## src/rtl/ifu_if.sv

```systemverilog
// Instruction-memory read port between the fetch unit and instruction memory.
//   req    : one-cycle read request (master -> slave)
//   addr   : read address, valid while req is high (master -> slave)
//   rvalid : read data valid (slave -> master)
//   rdata  : read data (slave -> master)
interface ifu_if #(
    parameter int unsigned CPU_WIDTH = 32
);
    logic                 req;
    logic [CPU_WIDTH-1:0] addr;
    logic                 rvalid;
    logic [CPU_WIDTH-1:0] rdata;

    modport master (
        output req,
        output addr,
        input  rvalid,
        input  rdata
    );

    modport slave (
        input  req,
        input  addr,
        output rvalid,
        output rdata
    );
endinterface

```

## src/rtl/ifu.sv

```systemverilog
// Instruction fetch unit for the single-issue multi-cycle core.
// Owns the architectural PC, issues one instruction-memory read per
// instruction, holds the returned word for decode/branch, and loads the
// branch unit's next PC when the core commits the held instruction.
//
// Ports:
//   i_clk, i_rst     : clock, synchronous active-high reset
//   i_bru_next_pc    : next PC from the branch unit, sampled on commit
//   i_exu_commit     : one-cycle retire pulse for the held instruction
//   imem             : instruction-memory read port (master side)
//   o_ifu_pc         : PC of the instruction being fetched or held
//   o_ifu_inst       : held instruction word
//   o_ifu_valid      : o_ifu_inst is valid for o_ifu_pc
//   o_ifu_misalign   : sticky flag, a committed next PC was not word aligned
//   o_ifu_inst_cnt   : retired-instruction count, wraps
module ifu #(
    parameter int unsigned         CPU_WIDTH = 32,
    parameter logic [CPU_WIDTH-1:0] RESET_PC = CPU_WIDTH'(32'h8000_0000)
) (
    input  logic                 i_clk,
    input  logic                 i_rst,
    input  logic [CPU_WIDTH-1:0] i_bru_next_pc,
    input  logic                 i_exu_commit,
    ifu_if.master                imem,
    output logic [CPU_WIDTH-1:0] o_ifu_pc,
    output logic [CPU_WIDTH-1:0] o_ifu_inst,
    output logic                 o_ifu_valid,
    output logic                 o_ifu_misalign,
    output logic [CPU_WIDTH-1:0] o_ifu_inst_cnt
);

    typedef enum logic [1:0] {
        S_FETCH = 2'd0,
        S_WAIT  = 2'd1,
        S_VALID = 2'd2,
        S_HALT  = 2'd3
    } state_t;

    state_t state_q;

    logic next_pc_misaligned;
    assign next_pc_misaligned = (i_bru_next_pc[1:0] != 2'b00);

    // Request is a decode of the FETCH state; masked while reset is held so
    // nothing is issued to memory during reset.
    assign imem.req  = (state_q == S_FETCH) && !i_rst;
    assign imem.addr = o_ifu_pc;

    // Fetch sequencer with all architectural outputs registered alongside it.
    always_ff @(posedge i_clk) begin
        if (i_rst) begin
            state_q        <= S_FETCH;
            o_ifu_pc       <= RESET_PC;
            o_ifu_inst     <= '0;
            o_ifu_valid    <= 1'b0;
            o_ifu_misalign <= 1'b0;
            o_ifu_inst_cnt <= '0;
        end else begin
            unique case (state_q)
                S_FETCH: begin
                    // Memory always accepts the request.
                    state_q <= S_WAIT;
                end

                S_WAIT: begin
                    if (imem.rvalid) begin
                        o_ifu_inst  <= imem.rdata;
                        o_ifu_valid <= 1'b1;
                        state_q     <= S_VALID;
                    end
                end

                S_VALID: begin
                    if (i_exu_commit) begin
                        o_ifu_pc       <= i_bru_next_pc;
                        o_ifu_inst_cnt <= o_ifu_inst_cnt + CPU_WIDTH'(1);
                        o_ifu_valid    <= 1'b0;
                        if (next_pc_misaligned) begin
                            o_ifu_misalign <= 1'b1;
                            state_q        <= S_HALT;
                        end else begin
                            state_q        <= S_FETCH;
                        end
                    end
                end

                S_HALT: begin
                    // Parked with the offending PC visible; only reset leaves.
                    state_q <= S_HALT;
                end

                default: begin
                    state_q <= S_FETCH;
                end
            endcase
        end
    end

endmodule

```

## src/flat_wrapper.sv

```systemverilog
// flat-port wrapper written by rule: the top's interface ports become plain ports
module ifu_flat 
#(
    parameter int unsigned         CPU_WIDTH = 32,
    parameter logic [CPU_WIDTH-1:0] RESET_PC = CPU_WIDTH'(32'h8000_0000)
)
  (i_clk, i_rst, i_bru_next_pc, i_exu_commit, o_ifu_pc, o_ifu_inst, o_ifu_valid, o_ifu_misalign, o_ifu_inst_cnt, imem_req, imem_addr, imem_rvalid, imem_rdata);
  ifu_if #(.CPU_WIDTH(CPU_WIDTH)) imem_i ();
  input  logic i_clk;
  input  logic i_rst;
  input  logic [CPU_WIDTH-1:0] i_bru_next_pc;
  input  logic i_exu_commit;
  output logic [CPU_WIDTH-1:0] o_ifu_pc;
  output logic [CPU_WIDTH-1:0] o_ifu_inst;
  output logic o_ifu_valid;
  output logic o_ifu_misalign;
  output logic [CPU_WIDTH-1:0] o_ifu_inst_cnt;
  output wire logic [$bits(imem_i.req)-1:0] imem_req;
  output wire logic [$bits(imem_i.addr)-1:0] imem_addr;
  input wire logic [$bits(imem_i.rvalid)-1:0] imem_rvalid;
  input wire logic [$bits(imem_i.rdata)-1:0] imem_rdata;
  assign imem_req = imem_i.req;
  assign imem_addr = imem_i.addr;
  assign imem_i.rvalid = imem_rvalid;
  assign imem_i.rdata = imem_rdata;
  ifu #(.CPU_WIDTH(CPU_WIDTH), .RESET_PC(RESET_PC)) u_core (.i_clk(i_clk), .i_rst(i_rst), .i_bru_next_pc(i_bru_next_pc), .i_exu_commit(i_exu_commit), .imem(imem_i), .o_ifu_pc(o_ifu_pc), .o_ifu_inst(o_ifu_inst), .o_ifu_valid(o_ifu_valid), .o_ifu_misalign(o_ifu_misalign), .o_ifu_inst_cnt(o_ifu_inst_cnt));
endmodule
```

## config.mk

```make
export PLATFORM = sky130hd
export DESIGN_NAME = ifu_flat
export DESIGN_NICKNAME = d
export VERILOG_FILES = /design/src/rtl/ifu_if.sv /design/src/rtl/ifu.sv /design/src/flat_wrapper.sv
export SDC_FILE = /design/constraint.sdc
export NUM_CORES = 1
export LEC_CHECK = 0
export BUFFER_PORTS_ARGS = -buffer_cell sky130_fd_sc_hd__buf_2
export CAP_MARGIN = 5
export CORE_ASPECT_RATIO = 0.75
export CORE_UTILIZATION = 35
export CTS_CLUSTER_DIAMETER = 40
export DETAILED_ROUTE_END_ITERATION = 6
export RECOVER_POWER = 25
export SETUP_SLACK_MARGIN = 0.1
export SLEW_MARGIN = 20
export SYNTH_ARGS = -nofsm -noshare
export SYNTH_HDL_FRONTEND = slang
export SYNTH_SLANG_ARGS = --single-unit
```

## constraint.sdc

```tcl
create_clock -name i_clk -period 1.9 [get_ports i_clk]
set_input_delay 0.285 -clock i_clk [delete_from_list [all_inputs] [get_ports i_clk]]
set_output_delay 0.285 -clock i_clk [all_outputs]
set_load 0.05 [all_outputs]
```

Yosys cells after proc, flatten, opt, wreduce, memory -nomap -nowiden:

Index checks and enable logic that the tools add are counted.

* flip-flop bits (word level): 100
* output and inout bits: 131
* word-level logic and storage cells: 29

* add/sub/neg operators: 1
* equal/unequal tests: 5
* multiplexer cells: 7
* reductions and logical operators: 10

Operators by type and width (number)
* 32-bit by 1-bit adder with 32-bit output, second input constant: 1
* 2-bit case mux with 4 select lines: 1
* 2-bit two-way mux: 3
* 2-bit AND reduction: 3
* 3-bit AND reduction: 2
* 2-bit == test, second input constant: 2
* 2-bit != test, second input constant: 2
* 2-bit nonzero test: 2
* 2-bit by 1-bit == test with 1-bit output, second input constant: 1
* 2-bit zero test: 1
* 1-bit two-way mux: 2
* 1-bit case mux with 2 select lines: 1
* 1-bit logical AND: 1
* 1-bit zero test: 1

Longest topological paths before layout:

* word-level depth: 4
* mapped depth: 6
* mapped depth without buffers: 6

Worst setup path after synthesis:

No wires, ideal clock.

* kind: reg2reg
* from: register u_core.o_ifu_inst_cnt[5]
* to: register u_core.o_ifu_inst_cnt[18]
* data required time: 1772 ps
* cell stages (with the launch flop): 7
* arrival time: 1957 ps
* slack: -185 ps
* library setup time: 128 ps
* buffers on the path: 1
* period minus slack after synthesis: 2085 ps
* cell sequence: dfxtp_1 -> nand4_1 -> nor4_4 -> buf_2 -> nand4_1 -> xnor2_1 -> nor2_1

* cells in the longest elaborated chain, start to end: 1

RTL lines
* start, declared: line ifu.sv:29 `output logic [CPU_WIDTH-1:0] o_ifu_inst_cnt`
* start signal, assigned: line ifu.sv:76 `o_ifu_inst_cnt <= o_ifu_inst_cnt + CPU_WIDTH'(1);`
* 32-bit by 1-bit adder with 32-bit output: line ifu.sv:76

No other way between the ends.
A chain may end at the register's enable or synchronous reset.

Worst setup path after layout:

* from: register u_core.o_ifu_inst_cnt[2]
* to: register u_core.o_ifu_inst_cnt[30]

Same word-level chain as after synthesis.

==> impl_metrics.py <==
metrics = {
    "worst_setup_path": {
        "reg2regPathDepth": 6,
        "critPathSlowestCell": "dfxtp_2",
        "ff2ff_setup_slack_ps": 230,
        "crit_arrival_ps": 1930,
        "start_kind": "flip-flop",
        "timing.setup.critical_path_class": "reg -> reg",
        "crit_fanout": 12,
        "cpPeakStageDelay_ps": 380,
        "critPathCaptureType": "flip-flop",
        "crit_required_ps": 2160,
        "critPathTopFamily": "simple AND/OR/NAND/NOR gates",
        "r2r_end": "u_core.o_ifu_inst_cnt[30]$_SDFFE_PP0P_",
        "cp_num_buf_inv": 1,
        "r2r_start": "u_core.o_ifu_inst_cnt[2]$_SDFFE_PP0P_",
        "worstPathCellList": "nand3_2 > nor4_4 > buf_6 > nand3_1 > or3_1 > a21oi_1",
    },
    "die": {
        "design.core.area_mm2": 0.0110,
        "pin_count": 199,
        "chipHeight_um": 94.5,
        "die-area_mm2": 0.0118,
        "row_count": 33,
        "initial_core_util": 0.362,
        "die_w_um": 125,
    },
    "cells_and_area": {
        "final_cell_mix": "buf_2, nand2_1, dfxtp_1, a21oi_1, clkbuf_1",
        "mostFrequentLayoutCell": "buf_2",
        "final_util": 0.474,
        "final_area_mm2": 0.00522,
        "regArea_mm2": 0.00204,
        "nFillCells": 1132,
        "final_nets": 724,
        "areaGrowthSynthToFinish_pct": 30.8,
        "multiInputGateArea_mm2": 0.00165,
        "instances_no_fill": 800,
        "antenna_cells": 0,
        "drive_above_1_share": 0.317,
    },
    "run_status": {
        "violations": "DRC",
        "status": "finished, violations left",
    },
    "sta": {
        "hold_slack_ps": 168,
        "rsz0062_at_grt": "no",
        "post-route-min-period_ps": 1670,
        "fin_ws_ps": 234,
        "finalHoldViolCount": 0,
        "finalCritPeriodShare": 0.877,
        "maxSlewHeadroom": 0.578,
        "fmax_mhz": 600,
        "fin_setup_tns_ps": 0,
        "max_slew.worst_pin.slew_ps": 636,
        "maxSlewViolCount": 0,
        "final.setup_skew_ps": 6.51,
        "setup_viol": 0,
    },
    "pwr": {
        "p_total_mw": 4.47,
        "ir_drop_mv": 0.440,
        "power.density_mw_per_mm2": 857,
        "cellLeakagePower_nw": 2.25,
    },
    "detailed_routing": {
        "routed_via_density": 4.70,
        "ant_nets": 0,
        "drt_first_iter_violations": 210,
        "wl_mm": 10.3,
        "drcViolationCount": 17,
        "dr.pass1.iters": 6,
        "vias": 3756,
        "drt-wirelength-per-cell_um": 12.8,
    },
    "grt": {
        "grt_util_all_layers": 0.171,
        "grt_start_max_net_pins": 101,
        "grt_pass1_vias": 3293,
        "gr-total-overflow": 0,
        "grt_pass1_wl_mm": 16.1,
        "antenna_found_initial": 0,
    },
    "hold_path": {
        "hold_path_depth": 3,
        "worst_hold_path_type": "in -> reg",
        "holdCritStartpoint": "i_bru_next_pc[31]",
        "hold_path_end": "u_core.imem.addr[31]$_SDFFE_PP1P_",
    },
    "clocking": {
        "cts-root-buf": "clkbuf_16",
        "clkSinkCount": 100,
        "cts_htree_levels": 3,
        "clock_path_buffers": 2,
        "cts_tree": "yes",
        "cts.clk_slew.worst_paths_ps": 70,
        "cts_buffers": 9,
        "clock_latency_ps": 340,
    },
    "synthesis": {
        "syn_avg_cell_area_um2": 8.16,
        "ys_types": 28,
        "synth_ff_type": "dfxtp_1",
        "synth_area_mm2": 0.00399,
        "yosys.area.top_type_share": 0.502,
        "synthesis.nets": 558,
        "yosysSeqAreaShare": 0.502,
        "async_flop_share": 0,
        "synth_area_leaders": "dfxtp_1, nand2_1, a21oi_1",
        "yosysWarningCount": 0,
        "syn_inst": 489,
        "synth_edf_count": 0,
        "synth_area_leader_cell": "dfxtp_1",
        "synth_seq_cells": 100,
    },
    "placement": {
        "place_hpwl_mm": 7.11,
        "gp_congestion": 0.786,
        "dpl.cell_count": 780,
        "dpl_cell_area_mm2": 0.00496,
        "io_buffers": 198,
        "post-place-ws_ps": 172,
    },
    "flow_run": {
        "maxCapViolCount": 0,
    },
}
[final cells by class]
class	count	share of cell area
timing repair buffer	213	0.202
clock inverter	5	0.00695
multi-input combinational	328	0.316
sequential	100	0.391
tap	140	0.0335
clock buffer	11	0.0484
inverter	3	0.00216
[power breakdown]
group	leakage [nW]	internal, mW	switching (mW)
sequential	0.824	2.15	0.0369
clock	0.145	0.962	0.779
combinational	1.28	0.135	0.413
[cell families (layout without fill, tap and decap cells)]
group	count (synthesis)	after routing	synth area share
and+or+nand+nor	224	224	0.249
DFF	100	100	0.502
buffers and inverters	61	232	0.0897
AOI/OAI and AO/OA	74	74	0.0934
adders and majority gates	1	1	0.00313
xor gates and xnor gates	29	29	0.0636
[worst max path at each step]
stage	cells after the start	from	endpoint	slack [ps]
after global routing	6	u_core.o_ifu_inst_cnt[2]$_SDFFE_PP0P_	u_core.o_ifu_inst_cnt[30]$_SDFFE_PP0P_	100
final	6	u_core.o_ifu_inst_cnt[2]$_SDFFE_PP0P_	u_core.o_ifu_inst_cnt[30]$_SDFFE_PP0P_	230
after CTS	6	u_core.o_ifu_inst_cnt[6]$_SDFFE_PP0P_	u_core.o_ifu_inst_cnt[30]$_SDFFE_PP0P_	110
after global placement	6	u_core.o_ifu_inst_cnt[6]$_SDFFE_PP0P_	u_core.o_ifu_inst_cnt[31]$_SDFFE_PP0P_	230
after detailed placement	6	u_core.o_ifu_inst_cnt[7]$_SDFFE_PP0P_	u_core.o_ifu_inst_cnt[31]$_SDFFE_PP0P_	170
after floorplan	6	u_core.o_ifu_inst_cnt[8]$_SDFFE_PP0P_	u_core.o_ifu_inst_cnt[29]$_SDFFE_PP0P_	110
[tightest hold or removal path: cells and delay by family]
family	cells	cell delay, ps
buffers and inverters	1	70
AND/OR/NAND/NOR	2	110
[routing by layer]
layer	global-route usage	wire [um]	up-vias
met3	0.0567	777	10
met4	0.0569	103	0
li1	-	-	1896
met5	0	0	-
met2	0.291	4770	142
met1	0.203	4610	1708
[registers in the layout (all words and copies together), names as in the netlist]
signal,cells
u_core.imem.addr,32
u_core.o_ifu_inst,32
u_core.o_ifu_inst_cnt,32
u_core.state_q,2
u_core.o_ifu_misalign,1
u_core.o_ifu_valid,1
[synth_stat cells, types with 2 or more instances]
master,number
nand3b_1,2
o21ai_0,3
clkbuf_1,24
nand2_1,139
dfxtp_1,100
and3_1,4
nand3_1,9
nor2_1,36
xnor2_1,5
nor3_1,2
buf_4,32
a21oi_1,70
nor4_4,2
xor2_1,24
or3_1,2
nand4_1,21
inv_1,3
[what timing repair did]
item                       CTS  global route
setup buffers                0             4
hold buffers                 0             0
setup endpoints to repair    0             2
resized for setup            0             4
Power figures use the tool's default switching activity.
